`src/rtl/depp_pkg.sv`:
```
`default_nettype none
// +----------------------------------------------------------------------+
// | depp_pkg : op codes, FSM state encoding and defaults for depp_host    |
// | Rev 1.0                                                               |
// +----------------------------------------------------------------------+
package depp_pkg;

  localparam logic [1:0] DEPP_OP_AWR = 2'b00;
  localparam logic [1:0] DEPP_OP_DWR = 2'b01;
  localparam logic [1:0] DEPP_OP_ARD = 2'b10;
  localparam logic [1:0] DEPP_OP_DRD = 2'b11;

  localparam int DEPP_SETUP_DEFAULT   = 2;
  localparam int DEPP_TIMEOUT_DEFAULT = 255;

  typedef enum logic [2:0] {
    ST_IDLE    = 3'd0,
    ST_SETUP   = 3'd1,
    ST_STROBE  = 3'd2,
    ST_RELEASE = 3'd3,
    ST_DONE    = 3'd4
  } depp_state_t;

  // Bit 1 of the op selects read, bit 0 selects the data strobe.
  function automatic logic op_is_write(input logic [1:0] op);
    return ~op[1];
  endfunction

  function automatic logic op_is_data(input logic [1:0] op);
    return op[0];
  endfunction

endpackage
`default_nettype wire

```
`src/rtl/depp_sync2.sv`:
```
`default_nettype none
// +----------------------------------------------------------------------+
// | depp_sync2 : two-flop synchronizer, asynchronous active-high reset    |
// | Rev 1.0                                                               |
// +----------------------------------------------------------------------+
module depp_sync2 (
  input  logic i_clk,
  input  logic i_rst,
  input  logic i_d,
  output logic o_q
);

  logic [1:0] r_sync;

  always_ff @(posedge i_clk or posedge i_rst) begin
    if (i_rst) r_sync <= 2'b00;
    else       r_sync <= {r_sync[0], i_d};
  end

  assign o_q = r_sync[1];

endmodule
`default_nettype wire

```
`src/rtl/depp_host.sv`:
```
`default_nettype none
// +----------------------------------------------------------------------+
// | depp_host : EPP host sequencer (address/data read/write cycles)       |
// | Optional wait timeout: define DEPP_HOST_TIMEOUT_EN.   Rev 1.0         |
// +----------------------------------------------------------------------+
module depp_host
  import depp_pkg::*;
#(
  parameter int SETUP_CYCLES   = DEPP_SETUP_DEFAULT,
  parameter int TIMEOUT_CYCLES = DEPP_TIMEOUT_DEFAULT
) (
  input  logic       i_clk,
  input  logic       i_rst,
  input  logic       i_cmd_stb,
  input  logic [1:0] i_cmd_op,
  input  logic [7:0] i_cmd_data,
  output logic       o_cmd_busy,
  output logic       o_rsp_stb,
  output logic [7:0] o_rsp_data,
  output logic       o_rsp_err,
  output logic       o_astb_n,
  output logic       o_dstb_n,
  output logic       o_write_n,
  output logic [7:0] o_depp,
  output logic       o_depp_oe,
  input  logic [7:0] i_depp,
  input  logic       i_wait
);

  // Out-of-range parameters select this empty branch; nothing is built for them.
  generate
    if (SETUP_CYCLES < 1 || SETUP_CYCLES > 15 ||
        TIMEOUT_CYCLES < 1 || TIMEOUT_CYCLES > 65535) begin : g_param_range_bad
    end
  endgenerate

  logic        w_wait_s;
  depp_state_t r_state;
  logic [1:0]  r_op;
  logic [3:0]  r_setup_cnt;
  logic        r_busy, r_rsp_stb, r_astb_n, r_dstb_n, r_write_n, r_oe;
  logic [7:0]  r_depp, r_rsp_data;

  depp_sync2 u_wait_sync (
    .i_clk (i_clk),
    .i_rst (i_rst),
    .i_d   (i_wait),
    .o_q   (w_wait_s)
  );

`ifdef DEPP_HOST_TIMEOUT_EN
  logic [15:0] r_tmo_cnt;
  logic        r_rsp_err;
  logic        w_tmo;
  assign w_tmo     = (r_tmo_cnt == 16'(TIMEOUT_CYCLES - 1));
  assign o_rsp_err = r_rsp_err;
`else
  assign o_rsp_err = 1'b0;
`endif

  always_ff @(posedge i_clk or posedge i_rst) begin
    if (i_rst) begin
      r_state     <= ST_IDLE;
      r_op        <= 2'b00;
      r_setup_cnt <= 4'd0;
      r_busy      <= 1'b0;
      r_rsp_stb   <= 1'b0;
      r_astb_n    <= 1'b1;
      r_dstb_n    <= 1'b1;
      r_write_n   <= 1'b1;
      r_oe        <= 1'b0;
      r_depp      <= 8'h00;
      r_rsp_data  <= 8'h00;
`ifdef DEPP_HOST_TIMEOUT_EN
      r_tmo_cnt   <= 16'd0;
      r_rsp_err   <= 1'b0;
`endif
    end else begin
      r_rsp_stb <= 1'b0;
      case (r_state)
        ST_IDLE: begin
          if (i_cmd_stb && !w_wait_s) begin
            r_op        <= i_cmd_op;
            r_depp      <= i_cmd_data;
            r_write_n   <= ~op_is_write(i_cmd_op);
            r_oe        <= op_is_write(i_cmd_op);
            r_busy      <= 1'b1;
            r_setup_cnt <= 4'd0;
            r_state     <= ST_SETUP;
          end
        end
        ST_SETUP: begin
          if (r_setup_cnt == 4'(SETUP_CYCLES - 1)) begin
            if (op_is_data(r_op)) r_dstb_n <= 1'b0;
            else                  r_astb_n <= 1'b0;
`ifdef DEPP_HOST_TIMEOUT_EN
            r_tmo_cnt <= 16'd0;
`endif
            r_state <= ST_STROBE;
          end else begin
            r_setup_cnt <= r_setup_cnt + 4'd1;
          end
        end
        ST_STROBE: begin
          if (w_wait_s) begin
            r_astb_n <= 1'b1;
            r_dstb_n <= 1'b1;
            if (!op_is_write(r_op)) r_rsp_data <= i_depp;
`ifdef DEPP_HOST_TIMEOUT_EN
            r_tmo_cnt <= 16'd0;
`endif
            r_state <= ST_RELEASE;
          end
`ifdef DEPP_HOST_TIMEOUT_EN
          else if (w_tmo) begin
            r_astb_n  <= 1'b1;
            r_dstb_n  <= 1'b1;
            r_write_n <= 1'b1;
            r_oe      <= 1'b0;
            r_rsp_stb <= 1'b1;
            r_rsp_err <= 1'b1;
            r_state   <= ST_DONE;
          end else begin
            r_tmo_cnt <= r_tmo_cnt + 16'd1;
          end
`endif
        end
        ST_RELEASE: begin
          if (!w_wait_s) begin
            r_write_n <= 1'b1;
            r_oe      <= 1'b0;
            r_rsp_stb <= 1'b1;
`ifdef DEPP_HOST_TIMEOUT_EN
            r_rsp_err <= 1'b0;
`endif
            r_state   <= ST_DONE;
          end
`ifdef DEPP_HOST_TIMEOUT_EN
          else if (w_tmo) begin
            r_write_n <= 1'b1;
            r_oe      <= 1'b0;
            r_rsp_stb <= 1'b1;
            r_rsp_err <= 1'b1;
            r_state   <= ST_DONE;
          end else begin
            r_tmo_cnt <= r_tmo_cnt + 16'd1;
          end
`endif
        end
        ST_DONE: begin
          r_busy  <= 1'b0;
          r_state <= ST_IDLE;
        end
        default: r_state <= ST_IDLE;
      endcase
    end
  end

  assign o_cmd_busy = r_busy;
  assign o_rsp_stb  = r_rsp_stb;
  assign o_rsp_data = r_rsp_data;
  assign o_astb_n   = r_astb_n;
  assign o_dstb_n   = r_dstb_n;
  assign o_write_n  = r_write_n;
  assign o_depp     = r_depp;
  assign o_depp_oe  = r_oe;

endmodule
`default_nettype wire

```
`config.mk`:
```
export PLATFORM = sky130hd
export DESIGN_NAME = depp_host
export DESIGN_NICKNAME = d
export VERILOG_FILES = /design/src/rtl/depp_pkg.sv /design/src/rtl/depp_sync2.sv /design/src/rtl/depp_host.sv
export SDC_FILE = /design/constraint.sdc
export NUM_CORES = 1
export LEC_CHECK = 0
export CAP_MARGIN = 20
export CORE_MARGIN = 2
export CORE_UTILIZATION = 48
export CTS_BUF_LIST = sky130_fd_sc_hd__clkbuf_2
export DETAILED_ROUTE_END_ITERATION = 16
export GPL_ROUTABILITY_DRIVEN = 0
export PLACE_DENSITY = 0.83
export REMOVE_ABC_BUFFERS = 1
export SETUP_SLACK_MARGIN = 0.4
export SYNTH_ARGS = -nofsm -noshare
export SYNTH_HDL_FRONTEND = slang
export SYNTH_SLANG_ARGS = --single-unit
```
`constraint.sdc`:
```
create_clock -name i_clk -period 3.99 [get_ports i_clk]
set_input_delay 0.5985 -clock i_clk [delete_from_list [all_inputs] [get_ports i_clk]]
set_output_delay 0.5985 -clock i_clk [all_outputs]
set_load 0.01 [all_outputs]
```
==> flow_summary.toml <==
[yosys]
mappedNetlistArea_sq_um = 1370
synth_cells = 121
synth_top_area_cell = "dfrtp_1"
synth_cell_types = 33
synth_warnings = 0
synth_top_cell_area_share_pct = 54.9
synth_seq_area_share_pct = 60.7
synth.area.top_cells = "dfrtp_1 (55%), nand2_1 (8.2%), mux2_2 (6.6%)"
synth_seq_cells = 33
avgSynthCellArea_sq_um = 11.3

[setup_path]
path_cells = "clkdlybuf4s50_1"
cp.required_ns = 3.39
path_buf_inv = 1
critPathMaxFanout = 2
worstSetupEndpointType = "primary output"
max_stage_delay_ns = 0.56
worst-setup-path-type = "reg2out"
critPathLaunchType = "flop"
cp_top_family = "flip-flops"
cp.arrival_ns = 1.46
cp_slowest_cell = "dfstp_2"
ff2ff_setup_slack_ns = 2.25

[die]
coreArea_sq_um = 2730
dieArea_sq_um = 3290
ioPinCount = 45
die_x_microns = 57.4
dieHeight_microns = 57.4
initial_utilization_pct = 50.0
fp-row-count = 19

[detailed_routing]
final_antenna_net_count = 0
via_count = 1010
drt-total-wl_mm = 2.84
vias_per_cell = 5.05
drt_first_pass_iters = 4
wl_per_cell_microns = 14.2
drc_errors = 0
drt_iter0_drc = 17

[sta]
fin_worst_skew_ns = 0.00619
setup_viol = 0
hold_violations = 0
setup_tns_ns = 0
worstMarginPinSlew_ns = 0.706
drv_slew = 0
fin_crit_sh_pct = 51.7
rsz0062_at_grt = "no"
layout_setup_ws_ns = 1.93
fin_crit_ns = 2.06
relSlewSlack_pct = 52.6
fmaxAchievable_ghz = 0.485

[finish]
nFillCells = 206
final_common_cell = "clkdlybuf4s50_1"
area_growth_pct = 37.9
postLayoutCoreUtil_pct = 69.0
final_cells = 200
layout_common_cells = "clkdlybuf4s50_1 (43), nand2_1 (30), dfrtp_1 (30)"
final_cell_area_sq_um = 1890
nets = 192
layout-drive-gt1-share_pct = 17.2
diodes = 0

[cts]
post_cts_buffers = 0
htreeDepth = 2
path_clk_slew_ns = 0.16
clockBufferDepth = 2
cts_tree = "yes"
clock_sinks = 33
clk_latency_ns = 0.36
cts_hold_buf = 0
numCtsBuffers = 5
cts_resized = 0
cts_root_buffer = "clkbuf_2"

[placed_design]
place_area_sq_um = 1850
hpwl_mm = 2.19
place_inst = 192
post-place-ws_ns = 1.72
io_buffer_count = 43

[power_and_ir_drop]
power_leakage_nw = 0.857
internal_power_mw = 0.844
peakVddDrop_mv = 0.517
p_seq_share_pct = 45.8
p_clk_share_pct = 11.7
power.density_nw_per_um2 = 683
p_comb_share_pct = 42.5
p_sw_share_pct = 34.5
p_sw_mw = 0.444

[global_route]
grt_usage_pct = 19.5
grt_max_degree = 18
grt_pass1_vias = 1096
grt-ovfl-total = 0
grt_pass1_wl_mm = 4.70
antenna_found_initial = 0

[status]
status = "complete, no violations"

[run]
drv_cap = 0

[worst_hold_path]
min_path_type = "reg2reg"
==> cells in the mapped netlist <==
master,number
buf_4,1
o22a_1,2
clkbuf_1,1
buf_2,3
nand3b_1,1
dfrtp_1,30
nor4b_2,1
nand2b_1,1
ha_1,2
nor4b_1,1
o21ai_0,6
and4bb_2,1
nor4_4,1
a21oi_1,4
mux2i_1,1
conb_1,1
a22o_1,1
nor3b_1,1
or4_4,1
nand3_1,5
inv_1,4
inv_2,1
or3_2,1
dfstp_2,3
o21ai_1,1
nand2_1,30
a21o_1,1
nor3_1,1
nor2_1,3
nand2_2,1
or3b_4,1
mux2_2,8
and3_1,1
==> flip-flops by register name (all words and copies together) (netlist names), 2 cells and up <==
name and cells:
r_setup_cnt 4, o_rsp_data 8, r_state 3, u_wait_sync.r_sync 2
o_depp 8, r_op 2
==> power groups by stage <==
| stage | registers [mW] | clock network, mW | logic [mW] |
|---|---|---|---|
| 6_report | 0.590 | 0.151 | 0.548 |
| 5_1_grt | 0.610 | 0.174 | 0.593 |
| 4_1_cts | 0.590 | 0.156 | 0.556 |
| 3_5_place_dp | 0.597 | 0 | 0.553 |
| 3_3_place_gp | 0.585 | 0 | 0.527 |
| 2_1_floorplan | 0.628 | 0 | 0.220 |
==> cell type report <==
type                            instances  area (sq um)  share of cell area (%)
Clock buffer                            6          30.0                    1.59
Clock inverter                          2          10.0                   0.531
Inverter                                5          18.8                   0.995
Multi-Input combinational cell         78           493                    26.1
Sequential cell                        33           830                    44.0
Tap cell                               31          38.8                    2.06
Timing Repair Buffer                   45           465                    24.7
==> per-stage QoR <==
stage	total power [mW]	hold slack [ns]
floorplan	0.848	0.331
global placement	1.11	0.334
detailed placement	1.15	0.339
CTS	1.30	0.373
global route	1.38	0.410
finish	1.29	0.369
==> path summary, 6_finish.rpt <==
kind | start | to | depth (start not counted)
worst max-delay path | o_write_n | o_write_n | 1
worst min-delay path | u_wait_sync.r_sync[0] | u_wait_sync.r_sync[1] | 0
worst max register to register | u_wait_sync.r_sync[1] | r_setup_cnt[2] | 4
worst min register to register | u_wait_sync.r_sync[0] | u_wait_sync.r_sync[1] | 0
max in group asynchronous | i_rst | o_astb_n | 4
min in group asynchronous | i_rst | o_cmd_busy | 2
==> kinds of logic (layout without fill, tap and decap cells) <==
family | count (synthesis) | count (layout) | share of synthesized area [%]
AO/OA/AOI/OAI | 15 | 15 | 6.50
adder cells (fa/ha/maj) | 2 | 2 | 1.83
buffers and inverters | 10 | 58 | 3.29
flip-flops | 33 | 33 | 60.7
multiplexers | 9 | 9 | 7.32
other | 1 | 1 | 0.274
AND/OR/NAND/NOR | 51 | 51 | 20.1
==> metal layers <==
metal / global-route usage (%) / wire (microns) / vias up
li1: - / - / 494
met1: 21.2 / 1130 / 483
met2: 33.6 / 1550 / 27
met3: 6.58 / 97 / 6
met4: 9.63 / 65 / 0
met5: 0 / 0 / -
No activity file was read; power rests on OpenSTA's default activity.
